$ cat src/rtl/wb_pkg.sv
// Shared types for the register-file writeback controller.
// Widths normally come from the project's defines.v; the fallbacks keep this slice self-contained.
`ifndef REG_FILE_ADDR_LEN
`define REG_FILE_ADDR_LEN 4
`endif
`ifndef REG_FILE_SIZE
`define REG_FILE_SIZE 32
`endif

package wb_pkg;
    localparam int NUM_REGS_DEF = 12;
    localparam int ADDR_W       = `REG_FILE_ADDR_LEN;
    localparam int DATA_W       = `REG_FILE_SIZE;

    typedef struct packed {
        logic [ADDR_W-1:0] dest;
        logic [DATA_W-1:0] val;
    } wb_entry_t;

    typedef enum logic [1:0] {
        WB_NONE,
        WB_MEM,
        WB_FIFO,
        WB_ALU
    } wb_src_e;
endpackage

$ cat src/rtl/wb_fifo.sv
// Small FIFO of pending ALU writeback entries; DEPTH must be a power of two.
module wb_fifo
    import wb_pkg::*;
#(
    parameter int DEPTH = 2
) (
    input  logic                     clk,
    input  logic                     rst,
    input  logic                     push,
    input  logic                     pop,
    input  wb_entry_t                din,
    output wb_entry_t                dout,
    output logic                     full,
    output logic                     empty,
    output logic [$clog2(DEPTH):0]   count
);
    localparam int PTR_W = $clog2(DEPTH);
    localparam logic [PTR_W:0] CNT_FULL = (PTR_W + 1)'(DEPTH);

    wb_entry_t        mem [DEPTH];
    logic [PTR_W-1:0] rd_ptr;
    logic [PTR_W-1:0] wr_ptr;
    logic             do_push;
    logic             do_pop;

    assign full    = (count == CNT_FULL);
    assign empty   = (count == '0);
    assign do_push = push && !full;
    assign do_pop  = pop && !empty;
    assign dout    = mem[rd_ptr];

    always_ff @(posedge clk) begin
        if (do_push) begin
            mem[wr_ptr] <= din;
        end
    end

    always_ff @(posedge clk or posedge rst) begin
        if (rst) begin
            rd_ptr <= '0;
            wr_ptr <= '0;
            count  <= '0;
        end else begin
            if (do_push) begin
                wr_ptr <= wr_ptr + 1'b1;
            end
            if (do_pop) begin
                rd_ptr <= rd_ptr + 1'b1;
            end
            case ({do_push, do_pop})
                2'b10:   count <= count + 1'b1;
                2'b01:   count <= count - 1'b1;
                default: count <= count;
            endcase
        end
    end
endmodule

$ cat src/rtl/reg_writeback_ctrl.sv
// Register-file write master: merges load and ALU results, one write per cycle, with a pending-write scoreboard.
// Build option WB_FWD_EN adds same-cycle forwarding of the commit candidate to the ID query ports.
module reg_writeback_ctrl
    import wb_pkg::*;
#(
    parameter int NUM_REGS   = NUM_REGS_DEF,
    parameter int FIFO_DEPTH = 2,
    parameter int CNT_W      = 2
) (
    input  logic              clk,
    input  logic              rst,
    input  logic              issueValid,
    input  logic [ADDR_W-1:0] issueDest,
    output logic              issueReady,
    input  logic              aluValid,
    input  logic [ADDR_W-1:0] aluDest,
    input  logic [DATA_W-1:0] aluVal,
    output logic              aluReady,
    input  logic              memValid,
    input  logic [ADDR_W-1:0] memDest,
    input  logic [DATA_W-1:0] memVal,
    output logic              writeEn,
    output logic [ADDR_W-1:0] dest,
    output logic [DATA_W-1:0] writeVal,
    input  logic [ADDR_W-1:0] query1,
    input  logic [ADDR_W-1:0] query2,
    output logic              busy1,
    output logic              busy2
`ifdef WB_FWD_EN
    ,
    output logic              fwd1Hit,
    output logic              fwd2Hit,
    output logic [DATA_W-1:0] fwd1Val,
    output logic [DATA_W-1:0] fwd2Val
`endif
);
    localparam logic [CNT_W-1:0] CNT_MAX = '1;

    // Handshakes: a transfer happens on a posedge where valid && ready; ready never depends on the
    // same port's valid, and an ALU producer must hold its payload stable until it is accepted.
    logic [CNT_W-1:0]          cnt [NUM_REGS];
    logic [NUM_REGS-1:0]       inc_vec;
    logic [NUM_REGS-1:0]       dec_vec;
    wb_src_e                   src;
    wb_entry_t                 cand;
    wb_entry_t                 fifo_dout;
    logic                      fifo_push;
    logic                      fifo_pop;
    logic                      fifo_full;
    logic                      fifo_empty;
    logic [$clog2(FIFO_DEPTH):0] fifo_level_unused;
    logic                      commit;
    logic                      issue_ok;

    function automatic logic in_range(input logic [ADDR_W-1:0] a);
        return 32'(a) < NUM_REGS;
    endfunction

    function automatic logic [CNT_W-1:0] cnt_of(input logic [ADDR_W-1:0] a);
        return in_range(a) ? cnt[a] : '0;
    endfunction

    always_comb begin
        src  = WB_NONE;
        cand = '0;
        if (memValid) begin
            src  = WB_MEM;
            cand = '{dest: memDest, val: memVal};
        end else if (!fifo_empty) begin
            src  = WB_FIFO;
            cand = fifo_dout;
        end else if (aluValid) begin
            src  = WB_ALU;
            cand = '{dest: aluDest, val: aluVal};
        end
    end

    // Out-of-range entries are still consumed, they just never reach the register file.
    assign commit    = (src != WB_NONE) && in_range(cand.dest);
    assign aluReady  = !fifo_full;
    assign fifo_push = aluValid && aluReady && (src != WB_ALU);
    assign fifo_pop  = (src == WB_FIFO);

    wb_fifo #(.DEPTH(FIFO_DEPTH)) u_fifo (
        .clk   (clk),
        .rst   (rst),
        .push  (fifo_push),
        .pop   (fifo_pop),
        .din   ('{dest: aluDest, val: aluVal}),
        .dout  (fifo_dout),
        .full  (fifo_full),
        .empty (fifo_empty),
        .count (fifo_level_unused)
    );

    always_ff @(posedge clk or posedge rst) begin
        if (rst) begin
            writeEn  <= 1'b0;
            dest     <= '0;
            writeVal <= '0;
        end else begin
            writeEn <= commit;
            if (commit) begin
                dest     <= cand.dest;
                writeVal <= cand.val;
            end
        end
    end

    assign issueReady = !in_range(issueDest) || (cnt_of(issueDest) != CNT_MAX)
                        || (commit && (cand.dest == issueDest));
    assign issue_ok   = issueValid && issueReady && in_range(issueDest);

    always_comb begin
        inc_vec = '0;
        dec_vec = '0;
        for (int i = 0; i < NUM_REGS; i++) begin
            inc_vec[i] = issue_ok && (issueDest == ADDR_W'(i));
            dec_vec[i] = commit && (cand.dest == ADDR_W'(i));
        end
    end

    // The decrement lands on the same edge that raises writeEn, so busy drops in step with the negedge write.
    always_ff @(posedge clk or posedge rst) begin
        if (rst) begin
            for (int i = 0; i < NUM_REGS; i++) begin
                cnt[i] <= '0;
            end
        end else begin
            for (int i = 0; i < NUM_REGS; i++) begin
                if (inc_vec[i] && !dec_vec[i]) begin
                    cnt[i] <= cnt[i] + 1'b1;
                end else if (dec_vec[i] && !inc_vec[i] && (cnt[i] != '0)) begin
                    cnt[i] <= cnt[i] - 1'b1;
                end
            end
        end
    end

`ifdef WB_FWD_EN
    assign fwd1Hit = commit && (cand.dest == query1) && (cnt_of(query1) == CNT_W'(1));
    assign fwd2Hit = commit && (cand.dest == query2) && (cnt_of(query2) == CNT_W'(1));
    assign fwd1Val = cand.val;
    assign fwd2Val = cand.val;
    assign busy1   = (cnt_of(query1) != '0) && !fwd1Hit;
    assign busy2   = (cnt_of(query2) != '0) && !fwd2Hit;
`else
    assign busy1   = (cnt_of(query1) != '0);
    assign busy2   = (cnt_of(query2) != '0);
`endif
endmodule
$ cat config.mk
export PLATFORM = sky130hd
export DESIGN_NAME = reg_writeback_ctrl
export DESIGN_NICKNAME = d
export VERILOG_FILES = /design/src/rtl/wb_pkg.sv /design/src/rtl/wb_fifo.sv /design/src/rtl/reg_writeback_ctrl.sv
export SDC_FILE = /design/constraint.sdc
export NUM_CORES = 1
export LEC_CHECK = 0
export CAP_MARGIN = 0
export CORE_MARGIN = 3
export CORE_UTILIZATION = 30
export CTS_CLUSTER_DIAMETER = 80
export DETAILED_ROUTE_END_ITERATION = 16
export SLEW_MARGIN = 20
export SYNTH_ARGS = -nofsm -noshare
export SYNTH_HDL_FRONTEND = slang
export SYNTH_SLANG_ARGS = --single-unit
$ cat constraint.sdc
create_clock -name clk -period 3.75 [get_ports clk]
set_input_delay 0.5625 -clock clk [delete_from_list [all_inputs] [get_ports clk]]
set_output_delay 0.5625 -clock clk [all_outputs]
set_load 0.02 [all_outputs]
==> impl_metrics.csv, run 1 <==
group,metric,value,unit
yosys,synth_top_area_share,0.321,
clock_tree,cts_tree,"built",
yosys,synth_seq_area_share,0.563,
final_layout,stdcell_count,1039,
worst_hold_path,hold_path_class,"reg2reg",
die,die_area,24300,um^2
power_and_ir_drop,p_leak,3.37,nW
clock_tree,clockBufferDepth,2,
route,finalWirelength,18200,um
yosys,synthCells,609,
yosys,synthSimpleGateAreaFrac,0.150,
global_route,grt_overflow,0,
final_layout,fill_cells,2108,
status,outcome,"completed",
place,place_inst,1006,
global_route,first_global_vias,5349,
yosys,synth-seq-cells,137,
final_layout,drive_above_1_share,0.100,
place,place.gp.congestion,0.808,
yosys,synth_cell_types,51,
yosys,ys.flop_type,"edfxtp_1",
sta,slew_headroom,0.374,
worst_setup_path,cpMostUsedCell,"clkdlybuf4s50_1",
route,drt-pass1-iter-count,5,
route,ant_nets,0,
die,die_x,156,um
sta,clock.fmax,0.280,GHz
die,ios,130,
worst_setup_path,end_kind,"primary output",
clock_tree,cts_sinks,137,
place,hpwl,12800,um
yosys,async_reset_ff_frac,0.474,
worst_setup_path,required,3.19,ns
sta,worst_pin_slew,0.929,ns
worst_setup_path,cp_slowest_stage_delay,0.63,ns
sta,post-route-period-util,0.952,
global_route,antenna_found_initial,0,
sta,finClkSkew,0.0157,ns
yosys,syn-cell-area,6730,um^2
clock_tree,htreeDepth,4,
yosys,yosysWarnings,0,
power_and_ir_drop,peakVddDrop,0.279,mV
global_route,grt_use_total,0.153,
sta,hold_violations,0,
worst_setup_path,r2r_end,"cnt[16]",
clock_tree,cts_hold_buf,0,
yosys,synth_edf_count,72,
yosys,synthAdderAreaFrac,0.00186,
worst_setup_path,endpoint,"issueReady",
place,io_buffer_count,129,
sta,setup_viol,0,
worst_setup_path,critPathMaxFanout,3,
yosys,syn-num-nets,699,
clock_tree,clock-root-buffer,"clkbuf_16",
die,start_util,0.306,
final_layout,syn2layout_area_growth,33.3,%
power_and_ir_drop,total_power,0.00666,W
route,wl_per_cell,17.5,um
final_layout,multi_input_area,2740,um^2
flow_run,cap_violations,0,
global_route,grt_max_degree,69,
die,rows,54,
clock_tree,numCtsBuffers,17,
yosys,syn_avg_cell_area,11.0,um^2
yosys,synth_top_area_cell,"edfxtp_1",
yosys,synth_top_family_by_area,"compound AO/OA/AOI/OAI gates",
sta,fin_setup_tns,0,ns
worst_setup_path,rrSetupSlack,1.00,ns
worst_setup_path,critical_path_class,"in2out",
route,vias,5305,
yosys,synth_mux_area_frac,0.0755,
worst_setup_path,r2r_cells,8,
route,first_iter_violations,323,
worst_setup_path,slowest_stage,"clkdlybuf4s50_1",
die,die_h,156,um
route,vias_per_cell,5.11,
final_layout,fin_nets,835,
final_layout,regArea,3790,um^2
yosys,synth_compound_area_frac,0.164,
clock_tree,clk_latency,0.42,ns
sta,rsz0062_at_grt,"no",
power_and_ir_drop,p_per_area,743,nW/um^2
worst_setup_path,crit_chain,"clkdlybuf4s50_1, or4b_4, o221ai_2, xnor2_1, and4_1, a21o_1, clkdlybuf4s50_1",
clock_tree,clk_pin_slew_worst_paths,0.06,ns
yosys,synthXorXnorAreaFrac,0.0130,
sta,hold_ws,0.511,ns
worst_setup_path,startpoint_type,"input pin",
die,core_area,22000,um^2
worst_setup_path,crit_path_start,"aluValid",
yosys,synthTopCellsByArea,"edfxtp_1 (32%), dfrtp_1 (24%), nor2_1 (5.4%)",
global_route,grt_pass1_wl,29200,um
route,drc,0,
sta,slew_viol_final,0,
worst_setup_path,cp.arrival,3.01,ns
sta,fin_crit,3.57,ns
worst_setup_path,rr_startpoint,"u_fifo.count[0]",
-- per-layer routing --
metal / GRT usage / vias to the layer above / share of wire
li1: - / 2584 / -
met1: 0.197 / 2594 / 0.44
met2: 0.262 / 111 / 0.51
met3: 0.0316 / 16 / 0.039
met4: 0.0467 / 0 / 0.015
met5: 0 / - / 0
-- power breakdown --
group / leakage [nW] / internal [W] / switching, W
Clock: 0.271 / 0.000902 / 0.000697
Sequential: 1.44 / 0.00211 / 0.000355
Combinational: 1.66 / 0.00115 / 0.00145
Total: 3.37 / 0.00416 / 0.00250
-- stage by stage --
| stage | worst slack, ns | utilization | instance area, um^2 |
|---|---|---|---|
| 2_1_floorplan | 0.636 | - | 6730 |
| 3_3_place_gp | 0.162 | 0.382 | 8390 |
| 3_5_place_dp | 0.160 | 0.382 | 8390 |
| 4_1_cts | 0.108 | 0.408 | 8960 |
| 5_1_grt | 0.0612 | 0.408 | 8960 |
| 6_report | 0.181 | 0.408 | 8970 |
-- layout by cell type (no fill, tap or decap), drive strengths merged, types with 4 or more instances in the layout --
cell             n
a211oi          12
a21oi           52
a221oi          25
a31oi            8
buf             23
clkbuf          20
clkdlybuf4s50  128
dfrtp           65
edfxtp          72
inv             22
mux2i           35
mux4             6
nand2           23
nand2b           6
nand3           27
nand4           11
nor2            97
nor2b           10
nor3             9
nor3b            8
o211ai          18
o21ai           19
o221ai           4
o2bb2ai         10
xnor2            8
-- worst max-delay path, delay by kind of cell --
family                    cells  cell delay, ns
AOI/OAI and AO/OA             2            0.37
buffers and inverters         2            1.17
xor gates and xnor gates      1            0.13
and+or+nand+nor               2            0.76
-- final cells by class --
class | count | share of cell area
Timing Repair Buffer | 151 | 0.163
Sequential cell | 137 | 0.423
Clock inverter | 12 | 0.0117
Clock buffer | 20 | 0.0509
Antenna cell | 1 | 0.000279
Tap cell | 280 | 0.0391
Multi-Input combinational cell | 423 | 0.306
Inverter | 15 | 0.00628
-- registers in the layout, indices dropped and copies added (netlist names) --
name and count:
writeEn 1, cnt 24, u_fifo.mem 72, u_fifo.count 2, u_fifo.wr_ptr 1, u_fifo.rd_ptr 1, writeVal 32, dest 4
-- repair_timing --
action,CTS,global route
endpoints found under the setup margin,0,1
buffers inserted,0,0
gates resized for setup,0,1
-- cell usage after synthesis, types with 10 or more instances --
| cell type | n |
|---|---|
| a211oi_1 | 12 |
| a21oi_1 | 52 |
| a221oi_1 | 25 |
| clkbuf_1 | 17 |
| dfrtp_1 | 65 |
| edfxtp_1 | 72 |
| inv_1 | 15 |
| mux2i_1 | 35 |
| nand2_1 | 23 |
| nand3_1 | 27 |
| nand4_1 | 11 |
| nor2_1 | 97 |
| nor2b_1 | 10 |
| o211ai_1 | 18 |
| o21ai_0 | 19 |
| o2bb2ai_1 | 10 |
-- logic make-up after synthesis --
| kind of cell | Yosys count |
|---|---|
| DFF | 137 |
| buffers and inverters | 49 |
| xor gates and xnor gates | 10 |
| and+or+nand+nor | 209 |
| AOI/OAI and AO/OA | 160 |
| muxes | 43 |
| adders and majority gates | 1 |
-- worst min-delay path by stage --
stage	from	end	slack, ns	depth (start not counted)
finish	dest[3]	dest[3]	0.51	1
detailed placement	dest[3]	dest[3]	0.50	1
global placement	dest[3]	dest[3]	0.48	1
global route	dest[3]	dest[3]	0.55	1
floorplan	u_fifo.wr_ptr	u_fifo.wr_ptr	0.47	1
CTS	dest[3]	dest[3]	0.51	1
No activity file was read; power rests on OpenSTA's default activity.
==> run 2: changes to the inputs <==
--- a/config.mk
+++ b/config.mk
@@ -5,8 +5,8 @@
 export SDC_FILE = /design/constraint.sdc
 export NUM_CORES = 1
 export LEC_CHECK = 0
-export CAP_MARGIN = 0
-export CORE_MARGIN = 3
+export CAP_MARGIN = 20
+export CORE_MARGIN = 4
 export CORE_UTILIZATION = 30
 export CTS_CLUSTER_DIAMETER = 80
 export DETAILED_ROUTE_END_ITERATION = 16
==> run 2 against run 1 <==
Final cell count down 0.58%. Non-clock buffer count decreased by 5. Global-route usage fell by 0.53 points. Maximum frequency rose by 1.3%. Sequential power barely moved. Sequential share of layout area increased by 0.11 points.
==> impl_metrics.csv, run 2 (same netlist as run 1, synthesis figures left out) <==
group,metric,value,unit
status,outcome,"completed",
sta,rsz0062_at_grt,"no",
final_layout,largest_reg_flops,72,
clock_tree,cts_sinks,137,
sta,fin_setup_tns,0,ns
die,die_x,158,um
global_route,grt_pass1_wl,28100,um
final_layout,reg_top3,"u_fifo.mem (72), writeVal (32), cnt (24)",
final_layout,drive_above_1_share,0.0956,
route,wl_per_cell,17.7,um
die,die_h,158,um
die,ios,130,
sta,slew_headroom,0.401,
clock_tree,cts_tree,"built",
route,vias,5338,
global_route,grt_overflow,0,
sta,post-route-period-util,0.940,
final_layout,fin_area,8940,um^2
clock_tree,clk_pin_slew_worst_paths,0.06,ns
global_route,antenna_found_initial,2,
power_and_ir_drop,p_leak,3.37,nW
route,drc,0,
flow_run,cap_violations,0,
sta,hold_violations,0,
global_route,grt_use_total,0.148,
final_layout,utilization,0.407,
sta,clock.fmax,0.284,GHz
sta,worst_pin_slew,0.889,ns
sta,setup_viol,0,
worst_setup_path,end_kind,"primary output",
clock_tree,numCtsBuffers,17,
final_layout,num_antenna_cells,0,
sta,finClkSkew,0.0109,ns
worst_setup_path,required,3.19,ns
sta,fin_crit,3.52,ns
worst_setup_path,critPathMaxFanout,10,
die,start_util,0.306,
final_layout,final_common_cell,"clkdlybuf4s50_1",
route,drt-pass1-iter-count,5,
route,ant_nets,0,
place,dpl_cell_area,8340,um^2
die,core_area,22000,um^2
global_route,grt_max_degree,69,
clock_tree,clock-root-buffer,"clkbuf_16",
clock_tree,cts_setup_buffers,0,
clock_tree,clk_latency,0.42,ns
worst_setup_path,critical_path_class,"reg2out",
die,rows,54,
worst_setup_path,startpoint_type,"register",
power_and_ir_drop,p_per_area,752,nW/um^2
power_and_ir_drop,peakVddDrop,0.333,mV
clock_tree,htreeDepth,4,
sta,hold_ws,0.391,ns
place,place.gp.congestion,0.812,
route,vias_per_cell,5.17,
clock_tree,clockBufferDepth,2,
final_layout,syn2layout_area_growth,33.0,%
clock_tree,cts_hold_buf,0,
sta,slew_viol_final,0,
final_layout,regMostFlops,"u_fifo.mem",
route,finalWirelength,18300,um
final_layout,final_cell_mix,"clkdlybuf4s50_1 (128), nor2_1 (95), edfxtp_1 (72), dfrtp_1 (64), a21oi_1 (52)",
worst_hold_path,hold_path_class,"in2async",
place,io_buffer_count,129,
worst_setup_path,cp.arrival,2.96,ns
final_layout,fill_cells,2074,
route,first_iter_violations,291,
global_route,first_global_vias,5040,
final_layout,fin_nets,830,
place,hpwl,12600,um
die,die_area,24900,um^2
run 2: cell count changes in the layout (fill, tap and decap cells not counted), sizes merged:
cell,change
bufinv,+1
clkbuf,-2
buf,-5
diode,-1
inv,+2
clkinvlp,-1
run 2: through the flow:
| stage | instances | power (W) | setup WS (ns) |
|---|---|---|---|
| 6_report | 1033 | 0.00673 | 0.227 |
| 5_1_grt | 1033 | 0.00717 | 0.0586 |
| 4_1_cts | 1033 | 0.00681 | 0.0997 |
| 3_5_place_dp | 1001 | 0.00510 | 0.267 |
| 3_3_place_gp | 1001 | 0.00507 | 0.284 |
| 2_1_floorplan | 609 | 0.00406 | 0.636 |
run 2: final cells by class:
type                    instances  area (um^2)  share of cell area
clock inverters                14          153              0.0171
flip-flops and latches        137         3790               0.424
well taps                     280          350              0.0392
repair buffers                146         1410               0.158
multi-input cells             423         2740               0.307
inverters                      15         56.3             0.00630
clock buffers                  18          439              0.0491
run 2: worst max-delay path, cell delays in order (launching register included):
cell and delay (ns):
dfrtp_1 0.53, or4b_4 0.63, o221ai_4 0.23, xnor2_1 0.14, and4_1 0.23, a21o_1 0.16
clkdlybuf4s50_1 0.61
run 2: layer usage:
layer  GRT usage  vias up  routed length [um]
li1            -     2567                   -
met1       0.193     2611                7930
met2       0.246      135                9180
met3      0.0339       21                 845
met4      0.0471        4                 298
met5           0        -                  24
run 2: final timing paths:
check,slack [ns],to,cells after the start,startpoint
max,0.23,issueReady,6,u_fifo.count[0]
min,0.39,cnt[10],2,rst
max reg2reg,0.95,cnt[16],8,u_fifo.count[0]
min reg2reg,0.50,dest[3],1,dest[3]
max in group asynchronous,2.56,u_fifo.rd_ptr,3,rst
min in group clk,0.50,dest[3],1,dest[3]
run 2: power by group:
group | internal [W] | leakage, nW | switching (W)
clock network | 0.000962 | 0.290 | 0.000715
registers | 0.00211 | 1.44 | 0.000358
logic | 0.00113 | 1.63 | 0.00145
total | 0.00420 | 3.37 | 0.00253
run 2: timing repair:
action,in CTS,in global routing
endpoints found under the setup margin,0,1
endpoints found under the hold margin,0,0
resized for setup,0,1
